$ cat src/rtl/pcie_tx_credit_gate.sv
// Transmit flow-control gate: tracks per-(vc,type) credit limits and consumed
// credits, and grants a TLP only when PCIe modular credit arithmetic allows it.
module pcie_tx_credit_gate #(
  parameter int NUM_VC           = 1,
  parameter int HDR_CREDIT_DEPTH = 8,
  parameter int CREDIT_DEPTH     = 12,
  parameter int MAX_PAYLOAD_SIZE = 128,
  parameter int STALL_TIMEOUT    = 1024,
  localparam int VC_W = (NUM_VC > 1) ? $clog2(NUM_VC) : 1
) (
  input  logic                                  clk,
  input  logic                                  rst_n,
  input  logic                                  req_valid_i,
  output logic                                  req_ready_o,
  input  logic [VC_W-1:0]                       req_vc_i,
  input  logic [1:0]                            req_type_i,
  input  logic [10:0]                           req_len_dw_i,
  output logic                                  grant_o,
  output logic                                  err_o,
  input  logic                                  cl_valid_i,
  input  logic [VC_W-1:0]                       cl_vc_i,
  input  logic [1:0]                            cl_type_i,
  input  logic [HDR_CREDIT_DEPTH-1:0]           cl_hdr_i,
  input  logic [CREDIT_DEPTH-1:0]               cl_data_i,
  output logic                                  stall_o,
  output logic [NUM_VC*3*HDR_CREDIT_DEPTH-1:0]  cc_hdr_flat_o,
  output logic [NUM_VC*3*CREDIT_DEPTH-1:0]      cc_data_flat_o
);

  localparam int NE         = NUM_VC * 3;
  localparam int IDX_W      = $clog2(NE);
  localparam int HW         = HDR_CREDIT_DEPTH;
  localparam int DW         = CREDIT_DEPTH;
  localparam int MAX_LEN_DW = MAX_PAYLOAD_SIZE / 4;
  localparam int CNT_W      = $clog2(STALL_TIMEOUT + 1);
  localparam logic [HW-1:0] HDR_HALF  = HW'(1) << (HW - 1);
  localparam logic [DW-1:0] DATA_HALF = DW'(1) << (DW - 1);

  typedef enum logic [1:0] {IDLE, CHECK, WAIT, GRANT} state_t;
  state_t state_reg, state_next;

  logic [HW-1:0]    cl_hdr_reg  [NE];
  logic [HW-1:0]    cc_hdr_reg  [NE];
  logic [DW-1:0]    cl_data_reg [NE];
  logic [DW-1:0]    cc_data_reg [NE];
  logic [NE-1:0]    init_reg, hdr_inf_reg, data_inf_reg;
  logic [VC_W-1:0]  req_vc_reg;
  logic [1:0]       req_type_reg;
  logic [10:0]      req_len_reg;
  logic [CNT_W-1:0] blocked_cnt_reg;

  logic [4:0]       req_idx_raw, cl_idx_raw;
  logic             req_idx_ok, cl_idx_ok;
  logic [IDX_W-1:0] req_idx, cl_idx;
  logic [11:0]      len_ceil;
  logic [DW-1:0]    data_need, data_sum, data_gap;
  logic [HW-1:0]    hdr_sum, hdr_gap;
  logic             hdr_ok, data_ok, sufficient, bad_req;

  // Type 3 and VC numbers beyond NUM_VC do not map to any credit entry.
  assign req_idx_raw = 5'(req_vc_reg) * 5'd3 + 5'(req_type_reg);
  assign req_idx_ok  = (req_type_reg != 2'd3) && (req_idx_raw < 5'(NE));
  assign req_idx     = req_idx_ok ? req_idx_raw[IDX_W-1:0] : '0;
  assign cl_idx_raw  = 5'(cl_vc_i) * 5'd3 + 5'(cl_type_i);
  assign cl_idx_ok   = (cl_type_i != 2'd3) && (cl_idx_raw < 5'(NE));
  assign cl_idx      = cl_idx_ok ? cl_idx_raw[IDX_W-1:0] : '0;

  assign len_ceil  = (12'(req_len_reg) + 12'd3) >> 2;
  assign data_need = (req_type_reg == 2'd1) ? '0 : DW'(len_ceil);
  assign hdr_sum   = cc_hdr_reg[req_idx] + HW'(1);
  assign data_sum  = cc_data_reg[req_idx] + data_need;
  assign hdr_gap   = cl_hdr_reg[req_idx] - hdr_sum;
  assign data_gap  = cl_data_reg[req_idx] - data_sum;
  assign hdr_ok    = hdr_inf_reg[req_idx] || (hdr_gap <= HDR_HALF);
  assign data_ok   = data_inf_reg[req_idx] || (data_gap <= DATA_HALF);
  assign sufficient = req_idx_ok && init_reg[req_idx] && hdr_ok && data_ok;
  assign bad_req   = !req_idx_ok ||
                     ((req_type_reg != 2'd1) && (req_len_reg > 11'(MAX_LEN_DW)));

  always_comb begin
    state_next = state_reg;
    case (state_reg)
      IDLE:  if (req_valid_i) state_next = CHECK;
      CHECK: begin
        if (bad_req)         state_next = IDLE;
        else if (sufficient) state_next = GRANT;
        else                 state_next = WAIT;
      end
      WAIT:  if (sufficient) state_next = GRANT;
      GRANT: state_next = IDLE;
      default: state_next = IDLE;
    endcase
  end

  assign req_ready_o = (state_reg == IDLE);
  assign grant_o     = (state_reg == GRANT);
  assign err_o       = (state_reg == CHECK) && bad_req;
  assign stall_o     = (blocked_cnt_reg >= CNT_W'(STALL_TIMEOUT));

  always_ff @(posedge clk) begin
    if (!rst_n) begin
      state_reg       <= IDLE;
      blocked_cnt_reg <= '0;
      init_reg        <= '0;
      hdr_inf_reg     <= '0;
      data_inf_reg    <= '0;
      req_vc_reg      <= '0;
      req_type_reg    <= '0;
      req_len_reg     <= '0;
      for (int i = 0; i < NE; i++) begin
        cl_hdr_reg[i]  <= '0;
        cc_hdr_reg[i]  <= '0;
        cl_data_reg[i] <= '0;
        cc_data_reg[i] <= '0;
      end
    end else begin
      state_reg <= state_next;
      if ((state_reg == IDLE) && req_valid_i) begin
        req_vc_reg   <= req_vc_i;
        req_type_reg <= req_type_i;
        req_len_reg  <= req_len_dw_i;
      end
      // The first update of an entry is its InitFC; zero fields mean infinite.
      if (cl_valid_i && cl_idx_ok) begin
        cl_hdr_reg[cl_idx]  <= cl_hdr_i;
        cl_data_reg[cl_idx] <= cl_data_i;
        if (!init_reg[cl_idx]) begin
          init_reg[cl_idx]     <= 1'b1;
          hdr_inf_reg[cl_idx]  <= (cl_hdr_i == '0);
          data_inf_reg[cl_idx] <= (cl_data_i == '0);
        end
      end
      if (state_reg == GRANT) begin
        if (!hdr_inf_reg[req_idx])  cc_hdr_reg[req_idx]  <= hdr_sum;
        if (!data_inf_reg[req_idx]) cc_data_reg[req_idx] <= data_sum;
      end
      if (state_next == GRANT)
        blocked_cnt_reg <= '0;
      else if ((state_reg == WAIT) && (blocked_cnt_reg < CNT_W'(STALL_TIMEOUT)))
        blocked_cnt_reg <= blocked_cnt_reg + CNT_W'(1);
    end
  end

  for (genvar gi = 0; gi < NE; gi++) begin : g_flat
    assign cc_hdr_flat_o[gi*HW +: HW]  = cc_hdr_reg[gi];
    assign cc_data_flat_o[gi*DW +: DW] = cc_data_reg[gi];
  end

endmodule
$ cat config.mk
export PLATFORM = sky130hd
export DESIGN_NAME = pcie_tx_credit_gate
export DESIGN_NICKNAME = d
export VERILOG_FILES = /design/src/rtl/pcie_tx_credit_gate.sv
export SDC_FILE = /design/constraint.sdc
export NUM_CORES = 1
export LEC_CHECK = 0
export ABC_AREA = 1
export CORE_MARGIN = 2
export CORE_UTILIZATION = 55
export DETAILED_ROUTE_END_ITERATION = 6
export GPL_ROUTABILITY_DRIVEN = 0
export GPL_TIMING_DRIVEN = 0
export PLACE_DENSITY_LB_ADDON = 0.15
export SYNTH_ARGS = -nofsm -noshare
export SYNTH_HDL_FRONTEND = slang
export SYNTH_SLANG_ARGS = --single-unit
$ cat constraint.sdc
create_clock -name clk -period 6.1 [get_ports clk]
set_input_delay 1.83 -clock clk [delete_from_list [all_inputs] [get_ports clk]]
set_output_delay 1.83 -clock clk [all_outputs]
set_load 0.005 [all_outputs]
=== Word-level counts from Yosys, hierarchy flattened ===
Memories as Yosys holds them, arrays and structs flattened.
Index checks and enable logic that the tools add are counted.

* Word-level logic and storage cells: 111
* Input bits: 41
* Bits in registers: 36
* RAM bits: 120
* Memories kept: 4

* Muxes and demuxes: 44
* Equality and inequality tests: 8
* Multiply operators: 2
* Add/subtract/negate cells: 8
* Bitwise gates (word level): 3
* Magnitude comparators: 10
* Reduce and logical (&&, ||, !) cells: 24

{| class="wikitable"
|+ Memory list
! name !! words !! width !! rd ports !! clocked after Yosys merged registers in !! wr ports !! line !! text
|-
| cc_data_reg || 3 || 12 || 4 || 0 || 3 || 45 || <nowiki>logic [DW-1:0] cc_data_reg [NE];</nowiki>
|-
| cl_data_reg || 3 || 12 || 1 || 0 || 3 || 44 || <nowiki>logic [DW-1:0] cl_data_reg [NE];</nowiki>
|-
| cc_hdr_reg || 3 || 8 || 4 || 0 || 3 || 43 || <nowiki>logic [HW-1:0] cc_hdr_reg [NE];</nowiki>
|-
| cl_hdr_reg || 3 || 8 || 1 || 0 || 3 || 42 || <nowiki>logic [HW-1:0] cl_hdr_reg [NE];</nowiki>
|}

{| class="wikitable"
|+ Operator list
! cell !! count
|-
| $mux W12 || 2
|-
| $reduce_or A12 Y1 || 2
|-
| $mux W1 || 22
|-
| $mux W2 || 9
|-
| $mux W8 || 2
|-
| $reduce_or A8 Y1 || 2
|-
| $add A11 B2 Y12 const B || 1
|-
| $add A12 B10 Y12 || 1
|-
| $le A12 B12 Y1 const B || 1
|-
| $logic_not A12 Y1 || 1
|-
| $sub A12 B12 Y12 || 1
|-
| $add A11 B1 Y11 const B || 1
|-
| $ge A11 B11 Y1 const B || 1
|-
| $gt A11 B6 Y1 const B || 1
|-
| $logic_and A1 B1 Y1 || 11
|-
| $lt A11 B11 Y1 const B || 1
|-
| $mux W10 || 1
|-
| $add A3 B2 Y4 || 2
|-
| $add A8 B1 Y8 const B || 1
|-
| $bmux W1 S2 || 4
|-
| $le A8 B8 Y1 const B || 1
|-
| $logic_not A8 Y1 || 1
|-
| $lt A4 B2 Y1 const B || 2
|-
| $pmux W2 S4 || 1
|-
| 17 further kinds || 27
|}

=== Depth between registers and ports, before layout ===
An unclocked memory read counts as a cell.

* Depth after elaboration: 17
* Mapped depth: 40
* Mapped depth without buffers: 39

=== Worst setup path after synthesis ===
No wires, ideal clock.

* Path type: reg-to-reg
* From: register req_type_reg[0]
* To: register blocked_cnt_reg[4]
* Slack: 1.121 ns
* Required time: 5.983 ns
* Period minus slack after synthesis: 4.979 ns
* Cell stages (with the launch flop): 32
* Setup time: 0.117 ns
* Arrival time: 4.862 ns
* Cells stage by stage: dfxtp_1 ha_1 inv_1 fa_1 nor2_4 nand3_4 nand2_4 clkbuf_1 buf_1 nor2_1 nor2_1 ha_1 fa_1 a31oi_1 o21ai_0 a21oi_1 o21ai_0 xor2_1 ha_1 inv_1 o21ai_0 nor2_1 nand3_1 nand2_1 a21oi_1 nor2_1 nand3_1 nand3_1 nand2_2 nand2_2 buf_6 nor2_2

* Cells in the longest elaborated chain, start to end: 16

{| class="wikitable"
|+ RTL lines
! what !! line !! text
|-
| from (decl) || 48 || <nowiki>logic [1:0] req_type_reg;</nowiki>
|-
| from (signal assigned) || 120 || <nowiki>req_type_reg <= req_type_i;</nowiki>
|-
| parallel branches: the longest is 13 deep, another holds $mem_v2 Z3 W12 || n/a ||
|-
| $pmux W2 S4 (*) || 82 || <nowiki>case (state_reg)</nowiki>
|-
| $eq A2 B2 Y1 (*) || 137 || <nowiki>if (state_next == GRANT)</nowiki>
|-
| $reduce_or A2 Y1 (no line) (*) || n/a ||
|-
| to (signal assigned) || 140 || <nowiki>blocked_cnt_reg <= blocked_cnt_reg + CNT_W'(1);</nowiki>
|-
| to (decl) || 50 || <nowiki>logic [CNT_W-1:0] blocked_cnt_reg;</nowiki>
|}

Mark *: on every way between the ends. The select of a mux whose other input is x is not followed.
A chain may end at the register's enable or synchronous reset.

=== Worst setup path after layout ===
* From: register req_type_reg[0]
* To: register blocked_cnt_reg[1]

Same word-level chain as after synthesis.

==> flow_summary.ini <==
[status]
status = completed

[final_layout]
final_cell_mix = nor2_1, nand2_1, inv_1
area_growth_pct = 21.8
fin_util = 0.685
nFillCells = 1253
seqCellArea_um2 = 4320
layout_commonest_cell = nor2_1
insertedDiodeCount = 0
drive_gt1_frac = 0.0762
multi_input_area_um2 = 3600
nets = 1207
fin_cells = 1329

[place]
placement.io_buffers = 103
placed_cells = 1295
place_ws_ns = -0.268
dpl.hpwl_um = 15800

[worst_setup_path]
cpMaxStageDelayCell = fa_2
critical_path_class = flop to flop
cp_num_buf_inv = 6
cp_max_fo = 10
endpoint_kind = flop
cpPeakStageDelay_ns = 0.50
cp.arrival_ns = 6.07
required_ns = 6.42
path_delay_family = simple AND/OR/NAND/NOR gates
startpoint_type = flop

[synth]
ys_seq_elements = 156
synth_area_leaders = edfxtp_1, nor2_1, dfxtp_1
synth_edf_count = 120
synthCells = 1004
syn-cell-area_um2 = 8550
avgSynthCellArea_um2 = 8.52
ys_async_sr_fraction = 0
yosys.area.top_type_share = 0.421
synth_nets = 1083
synthDistinctLibCells = 46
yosys_most_used_dff = edfxtp_1
synth_warnings = 0
ys_seq_area_frac = 0.506
synth.largest_area_cell = edfxtp_1

[clock_network]
cts_made_buffers = 17
root_buffer = clkbuf_16
cts_tree = built
clkTransAtPathRegs_ns = 0.06
cts_buffer_depth = 2
clk_latency_ns = 0.43
cts.hold.buffers_added = 0
h-tree-depth = 4
cts.sinks = 156

[sta]
fin_ws_ns = 0.349
setup-tns-final_ns = 0
post-route-min-period_ns = 5.75
fmax_ghz = 0.174
final_max_slew_viol_count = 0
hold_viol_final = 0
fin_crit_sh = 0.943
finClkSkew_ns = 0.00758
worstMarginPinSlew_ns = 0.978
max-slew-margin-rel = 0.346
setup_viol = 0

[floorplan]
initial_core_util = 0.562
rows = 45
die_height_um = 129
io_pins = 105
fp.dieW_um = 129
dieArea_um2 = 16600
core_area_um2 = 15200

[power_and_ir_drop]
comb_power_share = 0.411
p_int_w = 0.00228
p_total_w = 0.00376
cellLeakagePower_nw = 4.46
pwr-share-seq = 0.328
max-vdd-ir-drop_mv = 0.271
clkPwrFrac = 0.261
switchingPower_w = 0.00148
power.density_nw_per_um2 = 361
swShare = 0.393

[drt]
drt_iter0_drc = 595
drcViolationCount = 0
routed_wirelength_um = 21600
met3WireLength_um = 1310
drtPass1Iterations = 7
wl_met2_um = 10600
drt-wirelength-per-cell_um = 16.3
ant_nets = 0
num_vias = 7213
wl_met1_um = 9350
routed_via_density = 5.43
highest_layer = met4

[grt]
first_global_vias = 6901
antenna_found_initial = 0
grt_max_degree = 21
grt.total_usage = 0.269
grt_pass1_wl_um = 33900
grt_overflow = 0

[flow_run]
drv_cap = 0

[hold_path]
min_path_type = flop to flop
==> per-layer routing <==
layer  track usage  vias up
met4        0.0838        0
met5             0        -
met1         0.351     3392
met3        0.0482       29
li1              -     3545
met2         0.460      247
==> worst paths after layout <==
check	startpoint	endpoint	slack (ns)	cells after the start
min reg2reg	hdr_inf_reg[2]	hdr_inf_reg[2]	0.47	2
min	hdr_inf_reg[2]	hdr_inf_reg[2]	0.47	2
max	req_type_reg[0]	blocked_cnt_reg[1]	0.35	31
max reg2reg	req_type_reg[0]	blocked_cnt_reg[1]	0.35	31
==> final cells by class <==
cell class	instances	area share
Sequential cell	156	0.415
Clock inverter	14	0.0108
Tap cell	188	0.0226
Timing Repair Buffer	106	0.101
Inverter	136	0.0490
Multi-Input combinational cell	684	0.346
Buffer	27	0.0138
Clock buffer	18	0.0412
==> through the flow <==
step	cell area, µm²	hold slack [ns]
2_1_floorplan	8550	0.429
3_3_place_gp	9820	0.454
3_5_place_dp	9820	0.453
4_1_cts	10400	0.463
5_1_grt	10400	0.490
6_report	10400	0.468
==> tightest hold or removal path, stage by stage (launching register included) <==
cell and delay (ns):
dfxtp_1 0.30, inv_1 0.07, a21oi_1 0.06
==> power by group through the flow <==
stage / combinational [W] / clock, W / sequential, W
final: 0.00155 / 0.000982 / 0.00123
after global routing: 0.00174 / 0.00103 / 0.00124
after CTS: 0.00151 / 0.000983 / 0.00123
after detailed placement: 0.00149 / 0 / 0.00125
after global placement: 0.00147 / 0 / 0.00125
after floorplan: 0.00111 / 0 / 0.00125
==> cell usage after synthesis (all sizes together) (2+ instances only) <==
master	instances
edfxtp	120
xor2	22
buf	11
a211oi	2
or2	2
nand4	13
ha	33
nand2	163
xnor2	6
inv	135
o22ai	25
nand3	51
o211ai	2
a21oi	38
nor4	4
o22a	2
clkbuf	17
a221oi	4
o21a	2
o21ai	32
nor2	260
a31oi	4
dfxtp	36
nor3	8
fa	5
==> repair_timing <==
item	CTS	global route
endpoints found under the hold margin	0	0
endpoints found under the setup margin	12	12
pin swaps	0	2
gates resized for setup	2	14
setup buffers	0	3
==> cell families after synthesis <==
| group | share of synthesized area |
|---|---|
| xor+xnor | 0.0287 |
| mux | 0.00117 |
| flops | 0.506 |
| fa+ha+maj | 0.0600 |
| simple gates | 0.251 |
| buf+inv | 0.0758 |
| compound gates | 0.0778 |
(Power assumes the default switching activity.)
